$ cat config.mk
export PLATFORM = sky130hd
export DESIGN_NAME = init_memory_fsm
export DESIGN_NICKNAME = d
export VERILOG_FILES = /design/src/rtl/rc4_pkg.sv /design/src/rtl/init_addr_counter.sv /design/src/rtl/init_memory_fsm.sv
export SDC_FILE = /design/constraint.sdc
export NUM_CORES = 1
export LEC_CHECK = 0
export CAP_MARGIN = 20
export CORE_AREA = 2 2 77 50
export CTS_CLUSTER_SIZE = 8
export DETAILED_ROUTE_END_ITERATION = 8
export DIE_AREA = 0 0 79 52
export PLACE_DENSITY = 0.77
export SLEW_MARGIN = 25
export SYNTH_ARGS = -nofsm -noshare
export SYNTH_HDL_FRONTEND = slang
export SYNTH_HIERARCHICAL = 1
export SYNTH_SLANG_ARGS = --single-unit
$ cat constraint.sdc
create_clock -name clock -period 2.4 [get_ports clock]
set_input_delay 0.6 -clock clock [delete_from_list [all_inputs] [get_ports clock]]
set_output_delay 0.6 -clock clock [all_outputs]
set_load 0.03 [all_outputs]
$ cat src/rtl/rc4_pkg.sv
// Shared RC4 datapath definitions: S-memory geometry and the init FSM state type.
package rc4_pkg;

  localparam int S_ADDR_W = 8;
  localparam int S_DATA_W = 8;
  localparam int S_DEPTH  = 1 << S_ADDR_W;

  typedef enum logic [2:0] {
    IDLE,
    WRITE,
    READ,
    DRAIN,
    DONE,
    HOLD
  } init_state_t;

endpackage

$ cat src/rtl/init_addr_counter.sv
// Free-running address counter with synchronous clear, enable and an all-ones flag.
module init_addr_counter #(
  parameter int W = 8
) (
  input  logic         clock,
  input  logic         reset_n,
  input  logic         clear,
  input  logic         enable,
  output logic [W-1:0] count,
  output logic         tc
);

  always_ff @(posedge clock) begin
    if (!reset_n) begin
      count <= '0;
    end else if (clear) begin
      count <= '0;
    end else if (enable) begin
      count <= count + 1'b1;
    end
  end

  assign tc = &count;

endmodule

$ cat src/rtl/init_memory_fsm.sv
// Fills S-memory with the identity permutation, optionally reads it back, then pulses finish.
module init_memory_fsm
  import rc4_pkg::*;
#(
  parameter int ADDR_W = S_ADDR_W,
  parameter int DATA_W = S_DATA_W,
  parameter bit VERIFY = 1'b1
) (
  input  logic              clock,
  input  logic              reset_n,
  input  logic              start,
  output logic              finish,
  output logic              busy,
  output logic [ADDR_W-1:0] address,
  output logic [DATA_W-1:0] data,
  output logic              wren,
  input  logic [DATA_W-1:0] q,
  output logic              verify_error
);

  init_state_t       state;
  logic [ADDR_W-1:0] count;
  logic [ADDR_W-1:0] next_count;
  logic [ADDR_W-1:0] prev_count;
  logic              tc;
  logic              cnt_clear;
  logic              cnt_en;
  logic              mismatch;

  assign cnt_clear  = (state == IDLE) && start;
  assign cnt_en     = (state == WRITE) || (state == READ);
  assign next_count = count + 1'b1;
  assign prev_count = count - 1'b1;
  // q lags the presented address by one cycle, so it belongs to count-1.
  assign mismatch   = (q != DATA_W'(prev_count));

  init_addr_counter #(
    .W(ADDR_W)
  ) u_counter (
    .clock  (clock),
    .reset_n(reset_n),
    .clear  (cnt_clear),
    .enable (cnt_en),
    .count  (count),
    .tc     (tc)
  );

  always_ff @(posedge clock) begin
    if (!reset_n) begin
      state        <= IDLE;
      finish       <= 1'b0;
      busy         <= 1'b0;
      wren         <= 1'b0;
      address      <= '0;
      data         <= '0;
      verify_error <= 1'b0;
    end else begin
      finish <= 1'b0;
      case (state)
        IDLE: begin
          if (start) begin
            state        <= WRITE;
            busy         <= 1'b1;
            wren         <= 1'b1;
            address      <= '0;
            data         <= '0;
            verify_error <= 1'b0;
          end
        end
        WRITE: begin
          if (tc) begin
            wren <= 1'b0;
            if (VERIFY) begin
              state   <= READ;
              address <= '0;
            end else begin
              state  <= DONE;
              finish <= 1'b1;
            end
          end else begin
            address <= next_count;
            data    <= DATA_W'(next_count);
          end
        end
        READ: begin
          if ((count != '0) && mismatch) verify_error <= 1'b1;
          if (tc) state <= DRAIN;
          else    address <= next_count;
        end
        // Counter has wrapped to 0 here, so prev_count is the last address.
        DRAIN: begin
          if (mismatch) verify_error <= 1'b1;
          state  <= DONE;
          finish <= 1'b1;
        end
        DONE: begin
          busy  <= 1'b0;
          state <= start ? HOLD : IDLE;
        end
        HOLD: begin
          if (!start) state <= IDLE;
        end
        default: state <= IDLE;
      endcase
    end
  end

endmodule

==> results of run 1 <==
-- final cells by class --
class / instances / area [um2] / share of cell area
multi-input combinational: 153 / 1000 / 0.459
sequential: 31 / 621 / 0.284
timing repair buffer: 40 / 375 / 0.172
clock buffer: 6 / 82.6 / 0.0378
tap: 47 / 58.8 / 0.0269
inverter: 10 / 37.5 / 0.0172
clock inverter: 1 / 5.00 / 0.00229
-- per-stage QoR --
stage | util | hold WS (ns)
global route | 0.633 | 0.498
global placement | 0.608 | 0.454
detailed placement | 0.608 | 0.457
finish | 0.633 | 0.464
floorplan | - | 0.521
CTS | 0.633 | 0.466
-- critical path, delay by kind of cell --
family / cells / cell delay, ns
AND/OR/NAND/NOR: 3 / 1.03
buffers and inverters: 2 / 0.61
-- state kept, by name (all words and copies together), names as in the netlist --
register and flops:
address 8, busy 1, data 8, finish 1, state 3, u_counter/count 8, verify_error 1, wren 1
-- synth_stat cells --
master,number,area [um2]
sky130_fd_sc_hd__a31oi_1,1,6.26
sky130_fd_sc_hd__dfxtp_1,31,621
sky130_fd_sc_hd__o21bai_1,2,15.0
sky130_fd_sc_hd__or4b_1,1,10.0
sky130_fd_sc_hd__xor2_1,7,61.3
sky130_fd_sc_hd__a211oi_1,1,7.51
sky130_fd_sc_hd__a21o_1,1,7.51
sky130_fd_sc_hd__nor4b_1,1,8.76
sky130_fd_sc_hd__a41oi_1,2,17.5
sky130_fd_sc_hd__nor2b_1,8,50.1
sky130_fd_sc_hd__nor2_1,9,33.8
sky130_fd_sc_hd__or4b_2,1,10.0
sky130_fd_sc_hd__inv_1,10,37.5
sky130_fd_sc_hd__o22ai_1,1,6.26
sky130_fd_sc_hd__nand2b_1,4,25.0
sky130_fd_sc_hd__a21oi_1,6,30.0
sky130_fd_sc_hd__clkbuf_1,7,26.3
sky130_fd_sc_hd__a21boi_0,12,90.1
sky130_fd_sc_hd__or3_1,4,25.0
sky130_fd_sc_hd__or4_4,1,11.3
sky130_fd_sc_hd__o311a_1,1,10.0
sky130_fd_sc_hd__nor4_1,1,6.26
sky130_fd_sc_hd__mux2i_1,2,20.0
sky130_fd_sc_hd__nand3_1,17,85.1
sky130_fd_sc_hd__and3_1,2,12.5
sky130_fd_sc_hd__nand4_1,6,37.5
sky130_fd_sc_hd__a211oi_2,1,12.5
sky130_fd_sc_hd__nor3b_1,3,22.5
sky130_fd_sc_hd__buf_6,1,11.3
sky130_fd_sc_hd__nor3_1,5,25.0
sky130_fd_sc_hd__buf_2,2,10.0
sky130_fd_sc_hd__nand2_1,14,52.6
sky130_fd_sc_hd__o21a_1,3,22.5
sky130_fd_sc_hd__ha_1,4,50.1
sky130_fd_sc_hd__a22oi_1,5,37.5
sky130_fd_sc_hd__o311ai_0,1,8.76
sky130_fd_sc_hd__o21ba_2,1,10.0
sky130_fd_sc_hd__xnor2_1,11,96.3
sky130_fd_sc_hd__o21ai_1,1,5.00
sky130_fd_sc_hd__o21ai_0,12,60.1
sky130_fd_sc_hd__nand4_2,1,12.5
-- per-layer routing --
layer / track usage / vias up / share of wire / wire length, um
met2: 0.345 / 25 / 0.43 / 1710
met4: 0.0259 / 0 / 0.0030 / 12
met5: 0 / - / 0 / 0
met1: 0.302 / 740 / 0.53 / 2130
li1: - / 799 / - / -
met3: 0.0747 / 2 / 0.040 / 159
-- worst paths after layout --
path | start | to | slack (ns) | cells past startpoint
hold / removal | data[2]$_SDFFE_PN0P_ | data[2]$_SDFFE_PN0P_ | 0.46 | 2
setup / recovery | start | u_counter/count[3]$_SDFFE_PP0P_ | 0.31 | 5
setup reg to reg | u_counter/count[4]$_SDFFE_PP0P_ | data[3]$_SDFFE_PN0P_ | 0.36 | 6
hold reg to reg | data[2]$_SDFFE_PN0P_ | data[2]$_SDFFE_PN0P_ | 0.46 | 2
-- power groups by stage --
stage          registers, mW  clock network, mW  logic, mW
2_1_floorplan          0.555                  0     0.0907
3_3_place_gp           0.546                  0      0.161
3_5_place_dp           0.546                  0      0.163
4_1_cts                0.534              0.421      0.164
5_1_grt                0.535              0.449      0.180
6_report               0.534              0.414      0.163
-- logic make-up after synthesis --
group	synth area share
DFF	0.363
buffers and inverters	0.0498
AOI/OAI and AO/OA	0.203
and+or+nand+nor	0.251
xor gates and xnor gates	0.0923
adders and majority gates	0.0293
muxes	0.0117
==> summary.md, run 1 <==
The overall overflow remaining after global route was 0. For the number of buffers inserted to repair setup after CTS, the log shows 0. The tools report the master cell of the clock root buffer as sky130_fd_sc_hd__clkbuf_8. The number of setup violations in the final report was 0. Leaving out filler cells and counting taps, the final layout contains 288. The most frequent standard cell in the layout excluding fill and tap cells was sky130_fd_sc_hd__dfxtp_1.

The tools report the total placed cells including tap cells as 281. Dividing the detail-routed wire length by the instance count gives 13.9 um. The signal on the critical path passes through clkdlybuf4s50_1 -> or4b_2 -> inv_1 -> nand2b_1 -> nor2_1. Counting every instance in the synthesized netlist gives 204. The design draws 1.11 mW. Pin placement for this block handled 31 I/O pins. A synthesized cell averages 8.37 um2. Clock buffer count from CTS: 5. The first-pass detailed-route iteration total came out at 4. At the worst endpoint, the required time is 2.56 ns. The run gives 2980 um as the detailed placement HPWL. During synthesis, Yosys emitted a total of 6 warnings.

From left edge to right edge, the die measures 79 um. The logs give 0 ns for the final-layout setup total negative slack and 2 for the deepest level of the CTS H-tree. The congestion estimate from routability-driven global placement came to 0.765.

The tightest min-delay check is of the reg -> reg type. The net switching component of the power was 0.283 mW. Kind of end point of the critical path: a flop.

The net count of the finished layout is 256. Wires add up to 4010 um. The internal portion of the total power is 0.828 mW. The largest single stage delay on the critical path is 0.63 ns. Across the routed clock network, the largest skew measured is 0.00341 ns. The floorplan has 17 rows. The worst setup path is launched from an input port. The share of total power in sequential cells was 0.481. The repair_antennas step left the layout with diodes totalling 0. The final critical-path setup slack came out at 0.308 ns. Input and output buffers added on the ports amount to 30. The number of global-route vias before repair came out at 1507.

The flow ran to the end, and the final reports show no timing, DRC or antenna violations. Across all layers, the routed design uses 1566 vias. In this run the worst path has a maximum fanout of 8. No sink is reached through more buffers than the 2 on the longest clock path. After synthesis the netlist holds a flip-flop and latch count of 31.

The floorplan step defined a die boundary enclosing 4110 um2. In the routed layout, each cell is associated on average with a via count of 5.44. From synthesis to final layout, the design area changed by 27.8%. The logs give 2.25 ns for the critical path data arrival time and 0 for the antenna violation net count after detailed routing. The tools report the final count of pins violating max slew as 0.

The logs give 0.373 for the proportion of power drawn by the clock network and 0.542 for the worst slew margin relative to its limit. The initial antenna violation count was 0; the number of hold buffers added after cts was 0. The logs give 0 for the number of failing hold endpoints at the final stage and 0 for the residual DRC count.

For the count of distinct cell types in the synthesized netlist, the log shows 41. The first-pass GRT wire length was 6910 um. The number of nets handed over by synthesis was 219. The power density of the placed cells works out to 509 nW/um2.

For the worst-skew pair, the clock arrives at the later sink with an insertion delay of 0.28 ns. TritonCTS built the clock tree. The run gives 2090 um2 as the placed cell area. The fraction of final layout cells with drive strength greater than 1 was 0.0913.

Switching power as a share of total power: 0.255. Clock transition at the register clock pins on the worst setup and hold paths after CTS: 0.06 ns. The logs give 0 for the post-cts gate resize count and 0.000279 V for the largest voltage drop on the vdd net.

Measured along the y axis, the die boundary spans 52 um. In this run the static leakage power is 0.769 nW. Worst setup timing slack at the placement stage: 0.0326 ns. The count of fill cells added during filler insertion is 334, and the total standard cell area after synthesis is 1710 um2. Derived from the worst setup path, the maximum achievable clock frequency is 0.478 GHz. Overall fraction of global-route tracks in use: 0.219. The logs give 16 for the pin count of the biggest net entering global routing and 31 for the number of sinks on the clock net. The ratio of final minimum period to clock period works out to 0.872. The sequential area share after synthesis is 0.363, and the final instance area is 2180 um2. The placeable core region came out at 3450 um2. The critical path in this run is classified as in -> reg. The initial cell density of the core is 0.496, and the logic gate share of total power is 0.146.

The initial DRC count is 74. The standard cell with the maximum stage delay on the critical path is sky130_fd_sc_hd__or4b_2. In the layout the commonest cells are 31 x sky130_fd_sc_hd__dfxtp_1, 30 x sky130_fd_sc_hd__clkdlybuf4s50_1, 17 x sky130_fd_sc_hd__nand3_1. For the max-cap violation count, the log shows 0.

The final period demand of the worst path came out at 2.09 ns. Setup repair after global routing left no endpoint under its margin. The transition time at the pin with the least slew margin came out at 0.677 ns.
Power figures use the tool's default switching activity.
==> run 2, diff against run 1 <==
GPL_TIMING_DRIVEN = 0   (was unset)
==> run 2 against run 1 <==
  * Fmax is 6.4% lower
  * Utilization fell by 0.87 points
  * Die area unchanged
  * Critical path type unchanged
  * Largest cell class unchanged
  * Highest routed layer unchanged
==> summary.md, run 2 (synthesis results as in run 1) <==
The logs give 0 for the antenna diode count and 0 for the number of setup violations in the final report. Buffers inserted during clock tree synthesis total 5. The first-pass detailed-route iteration total came out at 4. The count of buffering cells on the critical path with inverters included was 2; the met2 capacity usage during global routing was 0.305.

TritonCTS built the clock tree. The count of fill cells added during filler insertion was 316. After floorplanning, the core was sized to cover 3450 um2. Static timing analysis puts the maximum clock frequency at 0.447 GHz.

The detailed router finished its first iteration with 85 violations. Layer with the highest usage after global routing: met1. For the worst setup path, the data required time is 2.56 ns. For this block, the routed nets add up to 4110 um of wire.

The area of combinational cells with multiple inputs was 1010 um2. The clock drives 31 sinks. Hold is met by 0.472 ns. The worst setup path is launched from an input port. The worst-case IR drop observed on VDD is 0.000431 V. The master cell of the clock root buffer was sky130_fd_sc_hd__clkbuf_8. In the final routed layout, each cell accounts on average for 14.3 um. The initial cell density of the core was 0.496; the power density of the placed cells was 503 nW/um2. The number of top-level pins is 31. The ratio of final minimum period to clock period works out to 0.932. The relative area change from synthesis to final layout was 26.0%.

After detailed routing, the number of remaining DRC violations is 0. The number of nets at the end of the flow is 255. The HPWL after detailed placement is 3030 um.

In this run the worst hold path is classified as reg -> reg. The overall overflow remaining after global route is 0. The number of buffers between clock root and the deepest sink is 2, and the first-pass GRT wire length is 6610 um.

In this run the worst path has a maximum fanout of 8. The logs give 0.307 for the global-route track usage on met1 and 2 for the deepest level of the CTS H-tree. The die span in x was 79 um; the final-layout setup total negative slack was 0 ns.

The overall fraction of global-route tracks in use came out at 0.212. Setup repair after global routing left no endpoint under its margin. During placement, the flow inserted port buffers numbering 30. The detail route stage leaves a number of antenna-violating nets equal to 0. The flow ran to the end, and the final reports show no timing, DRC or antenna violations.

The tools report the kind of end point of the critical path as a flop. Worst slew margin relative to its limit: 0.553. Among cell families on the critical path, the largest total delay comes from simple AND/OR/NAND/NOR gates.

The standard cell with the maximum stage delay on the critical path was sky130_fd_sc_hd__or4b_2. The worst hold path passes through 2 cells. The slack of the worst reg-to-reg path came out at 0.28 ns. The routability congestion estimate is 0.887, and the final period demand of the worst path is 2.24 ns. The insertion delay of the later-clocked pin in the worst-skew pair was 0.28 ns; the via count normalized by instance count was 5.52. The overall die height is 52 um, and the number of stages on the worst setup path is 5.

The number of cells on the worst reg-to-reg path is 7. The transition time at the pin with the least slew margin works out to 0.669 ns. The critical path goes through clkdlybuf4s50_1 -> or4b_2 -> inv_1 -> nand2b_1 -> nor2_1. The critical setup path kind is in -> reg.

Buffers added to address setup during post-CTS repair amount to 0. The met3 demand-to-capacity share in global routing came out at 0.0712. The run gives 17 as the standard-cell row count. The tool flagged a number of max-cap violations equal to 0. After clock tree synthesis, the clock-pin slew on the worst setup and hold paths is 0.06 ns. The total via count in the routed design came out at 1590. The largest registers in the layout are address x8, data x8, u_counter/count x8. The final count of pins violating max slew was 0. Between clock sinks in the finished design, the worst skew comes to 0.00399 ns. In this run the critical register-to-register path is captured at address[2]$_SDFFE_PN0P_. For the number of failing hold endpoints at the final stage, the log shows 0. The endpoint of the worst setup timing path was u_counter/count[1]$_SDFFE_PP0P_. In this design, the stage delay of the slowest critical-path cell is 0.69 ns. For this design the static power due to leakage is 0.738 nW.

The number of global-route vias before repair is 1368. In this run the worst setup path begins at start. The fraction of final layout cells with drive strength greater than 1 was 0.0705. Across the whole layout, storage elements account for 622 um2. Startpoint of the worst-slack reg-to-reg timing path: u_counter/count[1]$_SDFFE_PP0P_. The library cells used most frequently in the layout, excluding fill and tap cells, are 30 x sky130_fd_sc_hd__dfxtp_1, 30 x sky130_fd_sc_hd__clkdlybuf4s50_1, 17 x sky130_fd_sc_hd__nand3_1. Entering global routing, the biggest net connects 14 pins. The initial antenna violation count is 0. The die covers 4110 um2. Critical path data arrival time: 2.39 ns.
-- run 2: metal layers --
layer,part of all wire,up-vias
met2,0.42,40
met5,0,-
met3,0.062,2
met4,0.0024,0
li1,-,798
met1,0.52,750
-- run 2: repair_timing --
action | in CTS | in global routing
endpoints found under the setup margin | 6 | 21
gates resized for setup | 1 | 2
hold buffers | 0 | 0
-- run 2: layout make-up --
class,count,share of cell area
multi-input combinational,153,0.469
sequential,31,0.289
timing repair buffer,30,0.140
clock buffer,7,0.0355
tap,47,0.0273
buffer,9,0.0203
inverter,10,0.0174
clock inverter,1,0.00233
-- run 2: worst reg2reg max path, delay by kind of cell (launching register included) --
kind / cells / cell delay, ns
and+or+nand+nor: 4 / 0.64
DFF: 1 / 0.58
AOI/OAI and AO/OA: 2 / 0.54
adders and majority gates: 1 / 0.30
-- run 2: metrics by stage --
step | power, mW | worst slack [ns] | cells | area (um2) | utilization
after global placement | 0.699 | -0.239 | 281 | 2070 | 0.600
after detailed placement | 0.701 | -0.211 | 281 | 2070 | 0.600
final | 1.08 | 0.164 | 288 | 2150 | 0.625
after global routing | 1.13 | 0.0466 | 288 | 2150 | 0.625
after CTS | 1.09 | 0.0810 | 289 | 2150 | 0.625
after floorplan | 0.645 | 0.563 | 204 | 1710 | -
-- run 2: worst min path at each step --
stage / from / end / slack, ns
after detailed placement: data[1]$_SDFFE_PN0P_ / data[1]$_SDFFE_PN0P_ / 0.47
final: data[1]$_SDFFE_PN0P_ / data[1]$_SDFFE_PN0P_ / 0.47
after global placement: data[3]$_SDFFE_PN0P_ / data[3]$_SDFFE_PN0P_ / 0.45
after CTS: data[1]$_SDFFE_PN0P_ / data[1]$_SDFFE_PN0P_ / 0.48
after global routing: data[3]$_SDFFE_PN0P_ / data[3]$_SDFFE_PN0P_ / 0.50
after floorplan: u_counter/count[7]$_SDFFE_PP0P_ / u_counter/count[7]$_SDFFE_PP0P_ / 0.52
-- run 2: power breakdown --
| part | internal [mW] | switching [mW] | total, mW |
|---|---|---|---|
| sequential | 0.524 | 0.0104 | 0.534 |
| clock | 0.203 | 0.187 | 0.390 |
| combinational | 0.0721 | 0.0855 | 0.158 |
| total | 0.799 | 0.283 | 1.08 |
==> run 3, diff against run 2 <==
CORE_AREA = 2 2 75 49   (was 2 2 77 50)
DIE_AREA = 0 0 77 51   (was 0 0 79 52)
PLACE_DENSITY = 0.81   (was 0.77)
clock period = 2.78 ns   (was 2.4 ns; I/O delays follow)
==> run 3 against run 2 <==
  * Utilization up 2.4 points
  * Final area up 1.3%
  * Die area down 4.4%
  * Count of clock-buffer cells in the layout down 2
  * Worst setup slack better by 0.11 ns
  * Global-route usage up 1.7 points
  * Via count up 1.9%
  * Sequential share of layout area down 0.42 points
  * Clock skew up 0.0040 ns
  * Cell count up 0.35%
  * Register-to-register slack better by 0.06 ns
  * Critical endpoint is now u_counter/count[6]$_SDFFE_PP0P_
==> summary.md, run 3 (synthesis results as in run 1) <==
The initial cell density of the core was 0.508; the insertion delay of the later-clocked pin in the worst-skew pair was 0.29 ns. The wire-length estimate of the detail-placed layout is 2990 um. The tools report the sum of routed wire length over all layers as 4200 um. Global routing finished with a remaining overflow of 0. The placeable core region is 3360 um2, and the number of buffers inserted by port buffering is 30.

The tools report the number of buffers inserted to repair setup after CTS as 0. The critical setup path kind is in -> reg. The required arrival time at the worst endpoint was 2.94 ns; the number of failing hold endpoints at the final stage was 0. In the routed layout, each cell is associated on average with a via count of 5.61. The antenna violation net count after detailed routing came out at 0.

The min-delay analysis places its worst path in the category reg -> reg. The transition time at the pin with the least slew margin came out at 0.675 ns. Before antenna repair, the detailed router went through 4 iterations.

Counting the fill cells in the layout gives 302. Fraction of final layout cells with drive strength greater than 1: 0.0661. In this run the count of I/O pins placed on the die edge is 31. The deepest level of the CTS H-tree is 2.

The max-cap violation count was 0. STA classifies the critical path endpoint as a flop. Gates resized during post-CTS repair numbered 0.

Leaving out fill and tap cells, the most frequent cell in the layout is sky130_fd_sc_hd__dfxtp_1. After routing the design area is 2180 um2. Standard-cell row count: 17.

The number of global-route vias before repair was 1464; the overall fraction of global-route tracks in use was 0.229. The slack of the worst reg-to-reg path came out at 0.34 ns. The hold path startpoint was data[2]$_SDFFE_PN0P_. In this run the power density over the cells is 482 nW/um2. For the first-pass GRT wire length, the log shows 6990 um. The logs give 0 for the number of hold buffers added after cts and 14 for the pin count of the biggest net entering global routing. TritonCTS built the clock tree. After detailed routing, the average wire length per cell comes to 14.5 um. In the layout the commonest cells are 31 x sky130_fd_sc_hd__dfxtp_1, 30 x sky130_fd_sc_hd__clkdlybuf4s50_1, 17 x sky130_fd_sc_hd__nand3_1. At the worst endpoint, the arrival time is 2.67 ns.

For the finished layout, the period the worst path requires is 2.51 ns. The die is 77 um wide. The ratio of final minimum period to clock period came out at 0.901.

The flow ran to the end, and the final reports show no timing, DRC or antenna violations. The initial antenna violation count is 0, and the number of sinks on the clock net is 31. After the last flow step, the layout net total stands at 256. The final count of pins violating max slew was 0; the static leakage was 0.753 nW.

Residual DRC count: 0. After routing, the total negative slack on setup checks comes to 0 ns. For the die outline area, the log shows 3930 um2. Hold timing on the final database bottoms out at a slack of 0.467 ns. The tools report the initial DRC count as 108. Setup violations remaining at the end of the flow were counted as 0.

The worst slew margin relative to its limit was 0.549; the fmax was 0.399 GHz. The overall die height came out at 51 um. The worst register-to-register path begins at u_counter/count[0]$_SDFFE_PP0P_. The clock passes through at most 2 buffers. The largest registers in the layout are address x8, data x8, u_counter/count x8. The post-route total power was 1.05 mW. Setup repair after global routing left no endpoint under its margin.

The largest driver fanout on the critical path is 8. The master cell of the clock root buffer is sky130_fd_sc_hd__clkbuf_8. The placed cell area was 2070 um2. The logs give 0.838 for the routability congestion estimate and 0 for the antenna diode count. The worst setup path is launched from an input port.

The area growth from synthesis to layout is 27.6%. On the final layout, the worst clock skew is 0.00803 ns. The worst-case IR drop observed on VDD is 0.000434 V. The clock buffer count from CTS is 5, and the clock transition at the register clock pins on the worst setup and hold paths after CTS is 0.07 ns. The post-layout utilization of the core was 0.649.

The most critical setup path has its startpoint at start. The total via count in the routed design was 1621.
[run 3: cell count changes in the layout (fill, tap and decap cells not counted), sizes merged]
cell    before  now
bufinv       0    1
clkbuf      13   12
clkinv       1    2
[run 3: report_power, final]
part           leakage (nW)  internal, mW  switching (mW)
logic                 0.444        0.0624          0.0745
clock network        0.0581         0.267           0.187
registers             0.251         0.452         0.00880
[run 3: final timing paths]
check,to,cells past startpoint
worst max-delay path,u_counter/count[6]$_SDFFE_PP0P_,6
worst min-delay path,data[2]$_SDFFE_PN0P_,2
worst max register to register,address[7]$_SDFFE_PN0P_,7
worst min register to register,data[2]$_SDFFE_PN0P_,2
[run 3: final cells by class]
type                       count  area (um2)  share of cell area
buffer                        10        47.5              0.0218
multi-input combinational    153        1000               0.460
inverter                      10        37.5              0.0172
timing repair buffer          30         300               0.138
sequential                    31         621               0.285
clock inverter                 3        43.8              0.0201
clock buffer                   5        68.8              0.0316
tap                           47        58.8              0.0270
[run 3: worst max-delay path: stages]
cell and delay (ns):
sky130_fd_sc_hd__clkdlybuf4s50_1 0.59, sky130_fd_sc_hd__or4b_2 0.69, sky130_fd_sc_hd__inv_1 0.15, sky130_fd_sc_hd__nand2b_1 0.11, sky130_fd_sc_hd__clkbuf_1 0.33, sky130_fd_sc_hd__a21oi_1 0.09
[run 3: per-layer routing]
metal,wire length [um],vias up,GRT usage
li1,-,802,-
met1,2110,768,0.329
met2,1750,46,0.338
met3,302,5,0.0601
met4,38,0,0.0685
met5,0,-,0
[run 3: metrics by stage]
| stage | setup WS [ns] | cells |
|---|---|---|
| floorplan | 0.848 | 204 |
| global placement | 0.0671 | 281 |
| detailed placement | 0.0244 | 281 |
| CTS | 0.316 | 289 |
| global route | 0.196 | 289 |
| finish | 0.275 | 289 |
